<file path="config.mk">
export PLATFORM = sky130hd
export DESIGN_NAME = abc_rr_arbiter
export DESIGN_NICKNAME = d
export VERILOG_FILES = /design/src/rtl/abc_rr_arbiter_pkg.sv /design/src/rtl/abc_rr_arbiter_rr_pick.sv /design/src/rtl/abc_rr_arbiter.sv
export SDC_FILE = /design/constraint.sdc
export NUM_CORES = 1
export LEC_CHECK = 0
export ABC_CLOCK_PERIOD_IN_PS = 3800
export CAP_MARGIN = 20
export CORE_MARGIN = 3
export CORE_UTILIZATION = 45
export CTS_BUF_LIST = sky130_fd_sc_hd__clkbuf_4 sky130_fd_sc_hd__clkbuf_8 sky130_fd_sc_hd__clkbuf_16
export DETAILED_ROUTE_END_ITERATION = 10
export PLACE_DENSITY = 0.68
export SLEW_MARGIN = 30
export SYNTH_ARGS = -nofsm -noshare
export SYNTH_HDL_FRONTEND = slang
export SYNTH_SLANG_ARGS = --single-unit
</file>
<file path="constraint.sdc">
create_clock -name clk -period 3.8 [get_ports clk]
set_input_delay 0.57 -clock clk [delete_from_list [all_inputs] [get_ports clk]]
set_output_delay 0.57 -clock clk [all_outputs]
set_load 0.03 [all_outputs]
</file>
<file path="src/rtl/abc_rr_arbiter_pkg.sv">
// -----------------------------------------------------------------------------
// abc_rr_arbiter_pkg
// Shared definitions for the A/B/C datapath round-robin arbiter:
//   - state_t     : arbiter FSM states (IDLE / GRANT / TURN)
//   - rel_cause_t : why a grant was released (done / withdraw / timeout)
//   - release_cause() : folds the three release conditions into one cause,
//                       with done taking precedence over the other two.
// -----------------------------------------------------------------------------
package abc_rr_arbiter_pkg;

    typedef enum logic [1:0] {
        IDLE  = 2'd0,
        GRANT = 2'd1,
        TURN  = 2'd2
    } state_t;

    typedef enum logic [1:0] {
        CAUSE_NONE     = 2'd0,
        CAUSE_DONE     = 2'd1,
        CAUSE_WITHDRAW = 2'd2,
        CAUSE_TIMEOUT  = 2'd3
    } rel_cause_t;

    // Done wins over everything, so a holder that finishes on its last
    // permitted cycle is not reported as timed out. A withdrawal is likewise
    // treated as a voluntary release rather than a forced one.
    function automatic rel_cause_t release_cause(
        input logic done_in,
        input logic withdraw_in,
        input logic timeout_in
    );
        rel_cause_t cause;
        if (done_in) begin
            cause = CAUSE_DONE;
        end else if (withdraw_in) begin
            cause = CAUSE_WITHDRAW;
        end else if (timeout_in) begin
            cause = CAUSE_TIMEOUT;
        end else begin
            cause = CAUSE_NONE;
        end
        return cause;
    endfunction

endpackage

</file>
<file path="src/rtl/abc_rr_arbiter_rr_pick.sv">
// -----------------------------------------------------------------------------
// rr_pick
// Combinational rotating priority picker. Scans req starting at ptr and
// moving upward modulo N_REQ; the first set bit wins.
// Ports:
//   req    in  N_REQ  request vector
//   ptr    in  ID_W   index with highest priority (must be < N_REQ)
//   valid  out 1      at least one request is set
//   winner out ID_W   index of the winning requester (0 when !valid)
// -----------------------------------------------------------------------------
module rr_pick #(
    parameter int N_REQ = 3,
    parameter int ID_W  = 2
) (
    input  logic [N_REQ-1:0] req,
    input  logic [ID_W-1:0]  ptr,
    output logic             valid,
    output logic [ID_W-1:0]  winner
);

    // cand_idx[k] is the requester index examined at scan offset k.
    logic [ID_W-1:0]  cand_idx [N_REQ];
    logic [N_REQ-1:0] cand_hit;

    generate
        for (genvar gi = 0; gi < N_REQ; gi++) begin : g_cand
            // One extra bit so ptr+offset cannot overflow before the wrap.
            logic [ID_W:0] sum;
            assign sum          = {1'b0, ptr} + (ID_W+1)'(gi);
            assign cand_idx[gi] = (sum >= (ID_W+1)'(N_REQ))
                                ? ID_W'(sum - (ID_W+1)'(N_REQ))
                                : sum[ID_W-1:0];
            assign cand_hit[gi] = req[cand_idx[gi]];
        end
    endgenerate

    // Walk from the farthest offset back to offset 0 so the closest hit to
    // ptr is the one left standing.
    always_comb begin
        valid  = |cand_hit;
        winner = '0;
        for (int i = N_REQ - 1; i >= 0; i--) begin
            if (cand_hit[i]) begin
                winner = cand_idx[i];
            end
        end
    end

endmodule

</file>
<file path="src/rtl/abc_rr_arbiter.sv">
// -----------------------------------------------------------------------------
// abc_rr_arbiter
// Round-robin arbiter sharing the single A/B/C datapath among N_REQ
// requesters. One grant at a time, held until done, withdrawal or timeout,
// followed by one turnaround cycle before the next arbitration.
// Ports:
//   clk            in  1      system clock, rising edge
//   rst            in  1      synchronous active-high reset
//   req            in  N_REQ  level-sensitive request vector
//   done           in  1      holder finished (ignored while busy=0)
//   gnt            out N_REQ  registered one-hot grant
//   grant_id       out ID_W   registered index of the holder
//   busy           out 1      a grant is active (== |gnt)
//   timeout_pulse  out 1      one-cycle pulse after a forced release
// -----------------------------------------------------------------------------
module abc_rr_arbiter
    import abc_rr_arbiter_pkg::*;
#(
    parameter int N_REQ   = 3,
    parameter int TIMEOUT = 15,
    parameter int CNT_W   = 4,
    parameter int ID_W    = 2
) (
    input  logic             clk,
    input  logic             rst,
    input  logic [N_REQ-1:0] req,
    input  logic             done,
    output logic [N_REQ-1:0] gnt,
    output logic [ID_W-1:0]  grant_id,
    output logic             busy,
    output logic             timeout_pulse
);

    // Releasing when the counter reads TIMEOUT-1 caps a grant at exactly
    // TIMEOUT cycles, because the counter starts at 0 on the first cycle.
    localparam logic [CNT_W-1:0] CNT_LAST = CNT_W'(TIMEOUT - 1);
    localparam logic [CNT_W-1:0] CNT_MAX  = CNT_W'(TIMEOUT);
    localparam logic [ID_W-1:0]  ID_LAST  = ID_W'(N_REQ - 1);

    state_t           state_reg,    state_next;
    logic [CNT_W-1:0] cnt_reg,      cnt_next;
    logic [ID_W-1:0]  ptr_reg,      ptr_next;
    logic [N_REQ-1:0] gnt_reg,      gnt_next;
    logic [ID_W-1:0]  grant_id_reg, grant_id_next;
    logic             tp_reg,       tp_next;

    logic             pick_valid;
    logic [ID_W-1:0]  pick_winner;
    logic [N_REQ-1:0] winner_onehot;

    logic             rel_withdraw;
    logic             rel_timeout;
    rel_cause_t       rel_cause;
    logic             release_now;

    rr_pick #(
        .N_REQ (N_REQ),
        .ID_W  (ID_W)
    ) u_pick (
        .req    (req),
        .ptr    (ptr_reg),
        .valid  (pick_valid),
        .winner (pick_winner)
    );

    generate
        for (genvar gi = 0; gi < N_REQ; gi++) begin : g_onehot
            assign winner_onehot[gi] = (pick_winner == ID_W'(gi));
        end
    endgenerate

    // gnt_reg is one-hot on the holder, so masking req with it tells us
    // whether the holder still wants the datapath without indexing by id.
    assign rel_withdraw = ~|(req & gnt_reg);
    assign rel_timeout  = (cnt_reg == CNT_LAST);
    assign rel_cause    = release_cause(done, rel_withdraw, rel_timeout);
    assign release_now  = (rel_cause != CAUSE_NONE);

    // ---------------------------------------------------------------- state register
    always_ff @(posedge clk) begin
        if (rst) begin
            state_reg    <= IDLE;
            cnt_reg      <= '0;
            ptr_reg      <= '0;
            gnt_reg      <= '0;
            grant_id_reg <= '0;
            tp_reg       <= 1'b0;
        end else begin
            state_reg    <= state_next;
            cnt_reg      <= cnt_next;
            ptr_reg      <= ptr_next;
            gnt_reg      <= gnt_next;
            grant_id_reg <= grant_id_next;
            tp_reg       <= tp_next;
        end
    end

    // ---------------------------------------------------------------- next state
    always_comb begin
        state_next = state_reg;
        case (state_reg)
            IDLE:    if (pick_valid)  state_next = GRANT;
            GRANT:   if (release_now) state_next = TURN;
            TURN:    state_next = IDLE;
            default: state_next = IDLE;
        endcase
    end

    // ---------------------------------------------------------------- outputs / datapath
    // Computes the values the registered outputs take at the next edge.
    always_comb begin
        gnt_next      = gnt_reg;
        grant_id_next = grant_id_reg;
        cnt_next      = cnt_reg;
        ptr_next      = ptr_reg;
        tp_next       = 1'b0;
        case (state_reg)
            IDLE: begin
                gnt_next = '0;
                if (pick_valid) begin
                    gnt_next      = winner_onehot;
                    grant_id_next = pick_winner;
                    cnt_next      = '0;
                end
            end
            GRANT: begin
                if (release_now) begin
                    gnt_next = '0;
                    ptr_next = (grant_id_reg == ID_LAST) ? '0 : grant_id_reg + ID_W'(1);
                    tp_next  = (rel_cause == CAUSE_TIMEOUT);
                end else if (cnt_reg != CNT_MAX) begin
                    cnt_next = cnt_reg + CNT_W'(1);
                end
            end
            TURN: begin
                gnt_next = '0;
            end
            default: begin
                gnt_next = '0;
            end
        endcase
    end

    assign gnt           = gnt_reg;
    assign grant_id      = grant_id_reg;
    assign busy          = |gnt_reg;
    assign timeout_pulse = tp_reg;

endmodule

</file>
==> impl_metrics.toml, run 1 <==
[pwr]
vdd_drop_max_mv = 0.3807
p_per_area_nw_per_um2 = 535.6
p_leak_uw = 0.0003471

[critical_path]
timing.critical_path.to = "ptr_reg[1]"
rrSetupSlack_ns = 1.75
r2r_end = "cnt_reg[1]"
rr_worst_depth = 7
cp-end-kind = "register"
cp_cell_sequence = "clkdlybuf4s50_1, a222oi_1, or2_1, o21bai_2, or3b_1, a21oi_2"
critical_path_depth = 6
crit_family = "compound AO/OA/AOI/OAI gates"
path_buf_inv = 1
max_stage_delay_ns = 0.55
startpoint = "req[0]"
crit_arrival_ns = 2.43
crit_slowest_cell = "a222oi_1"
worstSetupStartpointType = "primary input"
crit_fanout = 5
r2r-start = "ptr_reg[1]"
worst_ep_required_time_ns = 4.01
crit_type = "in -> reg"

[clock_tree]
ctsRootBufferMaster = "clkbuf_4"
cts_buffer_depth = 2
cts_inserted_buffers = 3
cts_hold_buf = 0
cts_resized = 0
h-tree-depth = 1
post_cts_buffers = 0
cts_tree = "yes"
clk_pin_slew_ns = 0.08
clkSinkCount = 14
clock_latency_ns = 0.28

[synth]
synthesis.instances = 100
synth-edff-count = 0
syn_nets = 112
ys_ff_latch = 14
syn-cell-area_um2 = 853.3
async_reset_ff_share_pct = 0
ys.warnings.count = 0
syn_avg_cell_area_um2 = 8.533
synth_ff_type = "dfxtp_1"
yosysSeqAreaShare_pct = 32.84
synthDistinctLibCells = 39

[timing]
slew_headroom_pct = 65.42
period_minus_slack_ns = 2.215
final_max_slew_viol_count = 0
fin_worst_skew_ns = 0.006008
fin_setup_tns_ns = 0
worstMarginPinSlew_ns = 0.5186
setup_violations = 0
hold_viol = 0
grt_setup_unrepaired = "no"
setup_ws_ns = 1.585
fmax_ghz = 0.4514
min_period_over_period_pct = 58.30
hold_slack_ns = 0.4822

[floorplan]
core_area_um2 = 1764
io_pins = 13
initial_core_util_pct = 48.37
dieArea_um2 = 2455
dieWidth_um = 49.55
die_h_um = 49.55
num_rows = 15

[outcome]
status = "completed"

[detailed_routing]
wire_per_inst_um = 13.44
drcViolationCount = 0
dr.max_layer_used = "met4"
wl_met1_um = 980
routed_wl_um = 1855
ant_nets = 0
drtIter0Drc = 14
drt-vias-per-instance = 5.623
dr.pass1.iters = 4
wl_met3_um = 77
wl_met2_um = 775
via_count = 776

[grt]
grt_antenna_before_repair = 0
grt_use_total_pct = 16.67
grt_first_pass_wirelength_um = 3187
grt_overflow = 0
grt_max_degree = 11
grt_pass1_vias = 704

[placed_design]
gp_congestion = 0.7677
port_buffers = 12
postPlaceCellArea_um2 = 993.5
dp_hpwl_um = 1378
dpl_worst_slack_ns = 1.310

[run]
drv_cap = 0

[layout]
mostFrequentLayoutCell = "dfxtp_1"
drive_gt1_share_pct = 7.965
fin_util_pct = 57.59
area_growth_syn_to_layout_pct = 19.06
layout_common_cells = "dfxtp_1, clkdlybuf4s50_1, a21oi_1"
n_antenna_cell = 0
nNetsFinal = 127
finalInstanceArea_um2 = 1016
largest_reg_flops = 4

[min_path]
hold_class = "reg -> reg"
## through the flow
stage               instances  total power (µW)
global placement          135             456.1
global route              138             585.0
floorplan                 100             386.0
CTS                       138             546.7
finish                    138             544.1
detailed placement        135             461.8
## layer usage
layer,vias to the layer above,GRT usage (%)
li1,398,-
met1,363,23.15
met2,13,23.13
met3,2,3.927
met4,0,9.677
met5,-,0
## power by group
part,internal (µW),total (µW),switching [µW]
combinational,111,260,149
clock,36.8,84.9,48.1
sequential,172,199,27.6
total,319,544,225
## logic make-up (layout without fill, tap and decap cells)
family | count (synthesis) | after routing | share of synthesized area [%]
AO/OA/AOI/OAI | 31 | 31 | 26.39
adder cells (fa/ha/maj) | 6 | 6 | 8.797
AND/OR/NAND/NOR | 41 | 41 | 27.27
flip-flops | 14 | 14 | 32.84
multiplexers | 1 | 1 | 1.173
buffers and inverters | 7 | 20 | 3.519
## cell type report
cell class / instances / area, µm²
Inverter: 5 / 18.77
Sequential cell: 14 / 280.3
Tap cell: 25 / 31.28
Timing Repair Buffer: 12 / 120.1
Multi-Input combinational cell: 79 / 543.0
Fill cell: 186 / 748.2
Clock buffer: 3 / 22.52
## how the worst min path moves through the flow
stage,from,end,cells after the start
finish,grant_id[1],grant_id[1],2
global route,grant_id[1],grant_id[1],2
CTS,grant_id[0],grant_id[0],2
detailed placement,grant_id[0],grant_id[0],2
global placement,grant_id[0],grant_id[0],2
floorplan,cnt_reg[3],cnt_reg[3],2
## cells in the mapped netlist (all sizes together), types with 2 or more instances
cell type	n	area share, %
nor2	4	1.8
or3	4	2.9
dfxtp	14	33
nand2b	6	4.4
o31ai	3	3.2
or4	2	1.8
nor3	2	1.2
and3	2	2.1
ha	6	8.8
o21ai	4	2.3
nand3	3	1.8
o211ai	2	1.8
a21oi	12	7.5
inv	5	2.2
a211o	2	2.1
nand2	10	4.4
## worst reg2reg max path, stage by stage, from the launching register on
cell and delay (ns):
dfxtp_1 0.39, inv_1 0.08, ha_1 0.28, a22o_1 0.23, a211o_1 0.31, a211oi_2 0.40, o21ai_0 0.14, a21oi_1 0.16
Power figures use the tool's default switching activity.
==> inputs of run 2 (changes only) <==
--- a/config.mk
+++ b/config.mk
@@ -5,13 +5,13 @@
 export SDC_FILE = /design/constraint.sdc
 export NUM_CORES = 1
 export LEC_CHECK = 0
-export ABC_CLOCK_PERIOD_IN_PS = 3800
+export ABC_CLOCK_PERIOD_IN_PS = 1880
 export CAP_MARGIN = 20
 export CORE_MARGIN = 3
 export CORE_UTILIZATION = 45
 export CTS_BUF_LIST = sky130_fd_sc_hd__clkbuf_4 sky130_fd_sc_hd__clkbuf_8 sky130_fd_sc_hd__clkbuf_16
 export DETAILED_ROUTE_END_ITERATION = 10
-export PLACE_DENSITY = 0.68
+export PLACE_DENSITY = 0.71
 export SLEW_MARGIN = 30
 export SYNTH_ARGS = -nofsm -noshare
 export SYNTH_HDL_FRONTEND = slang
==> constraint.sdc (replaced) <==
create_clock -name clk -period 1.88 [get_ports clk]
set_input_delay 0.282 -clock clk [delete_from_list [all_inputs] [get_ports clk]]
set_output_delay 0.282 -clock clk [all_outputs]
set_load 0.03 [all_outputs]
==> impl_metrics.toml, run 2 (same netlist as run 1, synthesis figures left out) <==
[timing]
hold_viol = 0
min_period_over_period_pct = 100.7
worstMarginPinSlew_ns = 0.4927
fmax_ghz = 0.5283
final_max_slew_viol_count = 0
slew_headroom_pct = 67.16
setup_ws_ns = -0.01293
fin_worst_skew_ns = 0.005059
period_minus_slack_ns = 1.893
grt_setup_unrepaired = "yes"
setup_violations = 4

[clock_tree]
cts_buffer_depth = 2
cts_hold_buf = 0
clock_latency_ns = 0.28
ctsRootBufferMaster = "clkbuf_4"
cts_tree = "yes"
clk_pin_slew_ns = 0.08
clkSinkCount = 14
h-tree-depth = 1
cts_inserted_buffers = 3

[placed_design]
dp_hpwl_um = 1596
gp_congestion = 0.8854
postPlaceCellArea_um2 = 1106
post-place-cells = 150
port_buffers = 12
dpl_worst_slack_ns = -0.2621

[pwr]
switching_share_pct = 41.08
p_per_area_nw_per_um2 = 1055
p_leak_uw = 0.0004758
vdd_drop_max_mv = 0.9146
intPower_uw = 801.6
seqPwrFrac_pct = 31.0
pwr-share-comb_pct = 56.8
p_clk_share_pct = 12.2
p_total_uw = 1361
power.net_switching_uw = 559.0

[critical_path]
crit_family = "compound AO/OA/AOI/OAI gates"
crit_arrival_ns = 2.11
crit_type = "reg -> reg"
crit_fanout = 7
cp-end-kind = "register"
max_stage_delay_ns = 0.39
cp_cell_sequence = "inv_4, ha_4, a22o_1, a211o_1, a211oi_4, o31ai_1, a21oi_1"
path_buf_inv = 1
worstSetupStartpointType = "register"
crit_slowest_cell = "dfxtp_4"
worst_ep_required_time_ns = 2.10

[layout]
fin_cells = 157
layout_common_cells = "buf_4, dfxtp_1, clkdlybuf4s50_1"
finalInstanceArea_um2 = 1290
area_growth_syn_to_layout_pct = 51.17
mostFrequentLayoutCell = "buf_4"
n_antenna_cell = 0
drive_gt1_share_pct = 36.36
nNetsFinal = 146
largest_reg_flops = 4

[outcome]
violations = "setup timing"
status = "finished, violations left"

[detailed_routing]
drtIter0Drc = 17
via_count = 873
routed_wl_um = 2389
dr.pass1.iters = 5
drt-vias-per-instance = 5.561
ant_nets = 0
wire_per_inst_um = 15.22
drcViolationCount = 0

[grt]
grt_first_pass_wirelength_um = 3801
grt_antenna_before_repair = 0
grt_pass1_vias = 860
grt_max_degree = 8
grt_overflow = 0
grt_use_total_pct = 19.67

[floorplan]
core_area_um2 = 1764
die_h_um = 49.55
dieWidth_um = 49.55
io_pins = 13
num_rows = 15
initial_core_util_pct = 48.37
dieArea_um2 = 2455

[min_path]
hold_class = "reg -> reg"

[run]
drv_cap = 0
==> run 2: cell count changes in the layout (fill, tap and decap cells not counted), sizes merged <==
cell,previous run,this run
buf,0,19
dlygate4sd2,0,1
dlymetal6s2s,0,2
clkdlybuf4s50,12,9
==> run 2: path summary, 6_finish.rpt <==
| kind | start | end | slack, ns | cells past startpoint |
|---|---|---|---|---|
| min reg2reg | grant_id[1] | grant_id[1] | 0.49 | 2 |
| max | ptr_reg[0] | cnt_reg[2] | -0.01 | 7 |
| max reg2reg | ptr_reg[0] | cnt_reg[2] | -0.01 | 7 |
| min | grant_id[1] | grant_id[1] | 0.49 | 2 |
==> run 2: area by class of cell <==
class / instances / area, µm²
inverters: 5 / 23.77
flip-flops and latches: 14 / 289.0
multi-input cells: 79 / 656.9
clock buffers: 3 / 22.52
fillers: 156 / 474.2
well taps: 25 / 31.28
repair buffers: 31 / 266.5
==> run 2: timing repair <==
item | CTS | global route
endpoints found under the setup margin | 9 | 13
buffers inserted | 1 | 3
pin swaps | 4 | 13
gates resized for setup | 11 | 24
==> run 2: tightest hold or removal path: cells and delay by family (launching register included) <==
family / cells / cell delay (ns)
DFF: 1 / 0.34
and+or+nand+nor: 1 / 0.07
AOI/OAI and AO/OA: 1 / 0.04
==> run 2: routing by layer <==
layer  global-route usage [%]  wire length (µm)
met3                    3.927                87
met4                    9.217                44
met5                        0                 0
met1                    22.91              1015
met2                    34.14              1242
==> run 2: metrics by stage <==
step                util [%]  setup TNS [ns]  hold slack [ns]
detailed placement     62.70          -2.525           0.4721
CTS                    66.81               0           0.4878
finish                 73.12        -0.03258           0.4862
global route           73.12         -0.4329           0.5208
floorplan                  -               0           0.4658
global placement       62.70          -2.277           0.4695
==> run 2: power by group through the flow <==
stage                     Sequential, µW  Combinational [µW]  Clock, µW
after detailed placement             407                 631          0
after global routing                 430                 835        181
final                                422                 773        166
after CTS                            405                 668        169
after floorplan                      440                 340          0
after global placement               403                 623          0
==> RTL edit 1: new RTL, settings of run 1 <==
`ID_W` is set to 2 in 2 places; all go to 3.
--- a/src/rtl/abc_rr_arbiter_rr_pick.sv
+++ b/src/rtl/abc_rr_arbiter_rr_pick.sv
@@ -11,5 +11,5 @@
 module rr_pick #(
     parameter int N_REQ = 3,
-    parameter int ID_W  = 2
+    parameter int ID_W  = 3
 ) (
     input  logic [N_REQ-1:0] req,
--- a/src/rtl/abc_rr_arbiter.sv
+++ b/src/rtl/abc_rr_arbiter.sv
@@ -20,5 +20,5 @@
     parameter int TIMEOUT = 15,
     parameter int CNT_W   = 4,
-    parameter int ID_W    = 2
+    parameter int ID_W    = 3
 ) (
     input  logic             clk,
Ports: changed (resized grant_id); port bits go from 13 to 14. No check against the original RTL was run, so the function may have changed too.
==> RTL edit 1 against run 1 <==
Power up 140%; critical path depth increased by 2; synthesized area increased by 51%; final area is 44% higher; utilization decreased by 1.2 points; setup slack got worse by 0.93 ns; sequential cell count up 2; cell count grew 41%; fmax is 29% lower; wire length up 54%; clock power grew 33%; critical path type is now flop to flop; largest cell class unchanged; largest power group unchanged.
==> RTL edit 1: results (changes against run 1) <==
| Metric | Value |
|---|---|
| Filler Cell Count | `257 (was 186)` |
| Routed vias | `1153 (was 776)` |
| Seq/Total Area, Yosys | `24.9% (was 32.8%)` |
| M1 WL | `1420 um (was 980 um)` |
| Synth Area in Adders | `8.75% (was 8.80%)` |
| Placed cells | `191 (was 135)` |
| Routed length on met3 | `155 um (was 77 um)` |
| Final std cells w/o fill | `195 (was 138)` |
| Fmax | `318 MHz (was 451 MHz)` |
| Worst r2r path cells | `8 (was 7)` |
| WL/cell | `14.6 um (was 13.4 um)` |
| Min Hold Slack | `0.494 ns (was 0.482 ns)` |
| Area contributors post-synth | `dfxtp_1, ha_1, a21oi_1 (unchanged)` |
| Syn_nets | `170 (was 112)` |
| Worst-path fanout max | `16 (was 5)` |
| CP peak stage delay | `0.62 ns (was 0.55 ns)` |
| Final RePlAce weighted congestion | `0.771 (was 0.768)` |
| Post-Syn Area per Cell | `8.30 um2 (was 8.53 um2)` |
| Worst hold endpoint | `gnt[1] (was grant_id[1])` |
| R2r setup slk | `0.66 ns (was 1.75 ns)` |
| Status | `completed (unchanged)` |
| Met1 Use GR | `27.9% (was 23.1%)` |
| Worst VDD drop | `519 uV (was 381 uV)` |
| Vias in the first global route | `1074 (was 704)` |
| Routing usage on met2 | `26.5% (was 23.1%)` |
| Worst Skew | `0.00339 ns (was 0.00601 ns)` |
| Worst path arrival time | `3.34 ns (was 2.43 ns)` |
| Worst r2r src | `ptr_reg[0] (was ptr_reg[1])` |
| Leak | `0.544 nW (was 0.347 nW)` |
| Clock Pin Slew Worst Setup and Hold Paths | `0.10 ns (was 0.08 ns)` |
| # port buffers | `13 (was 12)` |
| Reg-to-reg endpoint | `cnt_reg[3] (was cnt_reg[1])` |
| Multiplexer share of the synthesized area | `7.30% (was 1.17%)` |
| DP Area | `0.00143 mm2 (was 993 um2)` |
| Slew @ Worst Pin | `0.636 ns (was 0.519 ns)` |
| Aggregate global-route resource usage | `18.6% (was 16.7%)` |
## RTL edit 1: area by class of cell
cell class | instances | area [um2] | share of cell area, %
Clock buffer | 4 | 36.3 | 2.48
Timing Repair Buffer | 13 | 130 | 8.90
Sequential cell | 16 | 320 | 21.9
Inverter | 7 | 26.3 | 1.80
Tap cell | 30 | 37.5 | 2.57
Multi-Input combinational cell | 125 | 911 | 62.3
## RTL edit 1: power by group
group	internal (mW)	switching [mW]
registers	0.215	0.0742
clock network	0.0584	0.0548
logic	0.393	0.508
total	0.666	0.637
## RTL edit 1: how the worst max path moves through the flow
stage               slack [ns]         end  startpoint
floorplan                 1.15  cnt_reg[3]  ptr_reg[1]
global placement          0.81  cnt_reg[3]  ptr_reg[0]
finish                    0.66  cnt_reg[3]  ptr_reg[0]
detailed placement        0.68  cnt_reg[3]  ptr_reg[0]
global route              0.32  cnt_reg[0]  ptr_reg[0]
CTS                       0.67  cnt_reg[3]  ptr_reg[0]
==> RTL edit 2: new RTL, flow settings as in run 1 <==
Without the edit above. Encoding of `state_t`: now one-hot (3 bits for 3 states).
--- a/src/rtl/abc_rr_arbiter_pkg.sv
+++ b/src/rtl/abc_rr_arbiter_pkg.sv
@@ -9,8 +9,8 @@
 package abc_rr_arbiter_pkg;
 
-    typedef enum logic [1:0] {
-        IDLE  = 2'd0,
-        GRANT = 2'd1,
-        TURN  = 2'd2
+    typedef enum logic [2:0] {
+        IDLE  = 3'b001,
+        GRANT = 3'b010,
+        TURN  = 3'b100
     } state_t;
 
Function: no difference found for any inputs over 10 cycles, from zero or initial values and one cycle with rst high; not proved beyond that.
==> RTL edit 2 against run 1 <==
Sequential cell count grew 1; non-clock buffer count unchanged; power down 14%; synthesized area rose by 14%; critical path depth did not move; register-to-register slack worse by 0.14 ns; final area grew 12%; die area up 12%; setup slack got worse by 0.18 ns; first-iteration DRC count increased by 71%; critical endpoint is now cnt_reg[2]; wire length rose by 14%.
==> RTL edit 2: results (changes against run 1) <==
| Metric | Value |
|---|---|
| Status | `completed (unchanged)` |
| Reg-to-reg endpoint | `cnt_reg[2] (was cnt_reg[1])` |
| Clock Pin Slew Worst Setup and Hold Paths | `about 0.090 ns` |
| Worst path arrival time | `2.60 ns (was 2.43 ns)` |
| # resized after CTS | `0 (unchanged)` |
| Largest net degree at the start of global routing | `13 (was 11)` |
| First-pass GRT wire length | `3550 um (was 3190 um)` |
| Max FFs per register | `4 (unchanged)` |
| R2r setup slk | `1.61 ns (was 1.75 ns)` |
| CTS Root Cell | `clkbuf_4 (unchanged)` |
| Leak | `0.422 nW (was 0.347 nW)` |
| Fin. Hold Viols | `0 (unchanged)` |
| Worst VDD drop | `284 uV (was 381 uV)` |
| Sequential cell count | `15 (was 14)` |
| Slowest CP cell | `clkdlybuf4s50_1 (was a222oi_1)` |
| Vias in the first global route | `847 (was 704)` |
| Count of plain and timing-repair buffers | `12 (unchanged)` |
| Worst r2r src | `ptr_reg[0] (was ptr_reg[1])` |
| # port buffers | `12 (unchanged)` |
| Worst Skew | `0.00794 ns (was 0.00601 ns)` |
| Count of multi-input gates | `93 (was 79)` |
| Multi-input logic area | `638 um2 (was 543 um2)` |
| Flip-flop and latch area | `300 um2 (was 280 um2)` |
| Vias/cell | `5.91 (was 5.62)` |
| Origin of the worst setup path | `req[2] (was req[0])` |
| Number of distinct library cells after synthesis | `43 (was 39)` |
| Final worst path period share | `63.1% (was 58.3%)` |
| Worst skew pair latency | `0.28 ns (about the same)` |
| Non-clk buf share | `10.5% (was 11.8%)` |
| Top cells by count, synth | `dfxtp_1, a21oi_1, nor2_1 (was dfxtp_1, a21oi_1, nand2_1)` |
| Final RePlAce weighted congestion | `0.829 (was 0.768)` |
| Post-DP HPWL | `1620 um (was 1380 um)` |
| Area contributors post-synth | `dfxtp_1, ha_1, a21oi_1 (unchanged)` |
| Min Hold Slack | `0.498 ns (was 0.482 ns)` |
| CLK BUF | `4 (was 3)` |
| Filler Cell Count | `190 (was 186)` |
| Initial DRC Count | `24 (was 14)` |
| Seq/Total Area, Yosys | `30.9% (was 32.8%)` |
| Post-place setup slack | `1.13 ns (was 1.31 ns)` |
| Syn_nets | `128 (was 112)` |
| Worst relative slew slack | `59.6% (was 65.4%)` |
| First-pass DRT Iterations | `4 (unchanged)` |
| H-tree depth | `1 (unchanged)` |
| Worst r2r path cells | `7 (unchanged)` |
| CP peak stage delay | `0.66 ns (was 0.55 ns)` |
| Diode count | `0 (unchanged)` |
| Share of cells above drive strength 1 | `9.30% (was 7.96%)` |
| Synth warn | `0 (unchanged)` |
| Aggregate global-route resource usage | `16.9% (was 16.7%)` |
| Final nets | `142 (was 127)` |
| Inverters | `5 (unchanged)` |
| Clock network area share | `2.63% (was 2.22%)` |
| Post-CTS Setup Bufs | `0 (unchanged)` |
| Detailed Route WL | `2110 um (was 1860 um)` |
| Worst setup path class | `primary input to flop (unchanged)` |
| Worst-path fanout max | `10 (was 5)` |
| Hold_sp | `gnt[2] (was grant_id[1])` |
RTL edit 2: cell count changes in the layout (fill, tap and decap cells not counted), sizes merged, moves of 3 or more:
cell / change
nor2: +5
nand2: -4
o21ai: +4
nand2b: -3
RTL edit 2: kinds of logic after synthesis:
| family | synth area share, % |
|---|---|
| AOI/OAI and AO/OA | 25.7 |
| muxes | 3.22 |
| buffers and inverters | 3.48 |
| adders and majority gates | 7.72 |
| and+or+nand+nor | 29.0 |
| DFF | 30.9 |
RTL edit 2: where the power goes:
group | internal, mW | leakage (nW) | switching, mW
logic | 0.0783 | 0.281 | 0.102
registers | 0.175 | 0.122 | 0.0171
clock network | 0.0479 | 0.0184 | 0.0475
RTL edit 2: worst min path at each step:
stage / end / cells after the start
global placement: cnt_reg[3] / 2
floorplan: cnt_reg[3] / 2
finish: gnt[2] / 2
global route: gnt[2] / 2
CTS: gnt[2] / 2
detailed placement: gnt[2] / 2
RTL edit 2: stage by stage:
stage               instance area [um2]  utilization [%]  power [mW]  cells
floorplan                           972                -       0.322    116
global placement                   1110             55.5       0.372    152
detailed placement                 1110             55.5       0.374    152
CTS                                1140             57.0       0.470    156
global route                       1140             57.0       0.499    156
finish                             1140             57.0       0.468    156
RTL edit 2: layer usage:
| metal | vias to the layer above | GRT usage (%) | part of all wire (%) |
|---|---|---|---|
| met5 | - | 0 | 0 |
| met4 | 0 | 4.26 | 0.43 |
| met3 | 2 | 6.27 | 6.1 |
| met2 | 29 | 27.3 | 47 |
| met1 | 431 | 21.1 | 47 |
| li1 | 460 | - | - |
RTL edit 2: worst max-delay path: cells and delay by family:
family	cells	cell delay, ns
buf+inv	1	0.66
simple gates	2	0.47
compound gates	3	0.90
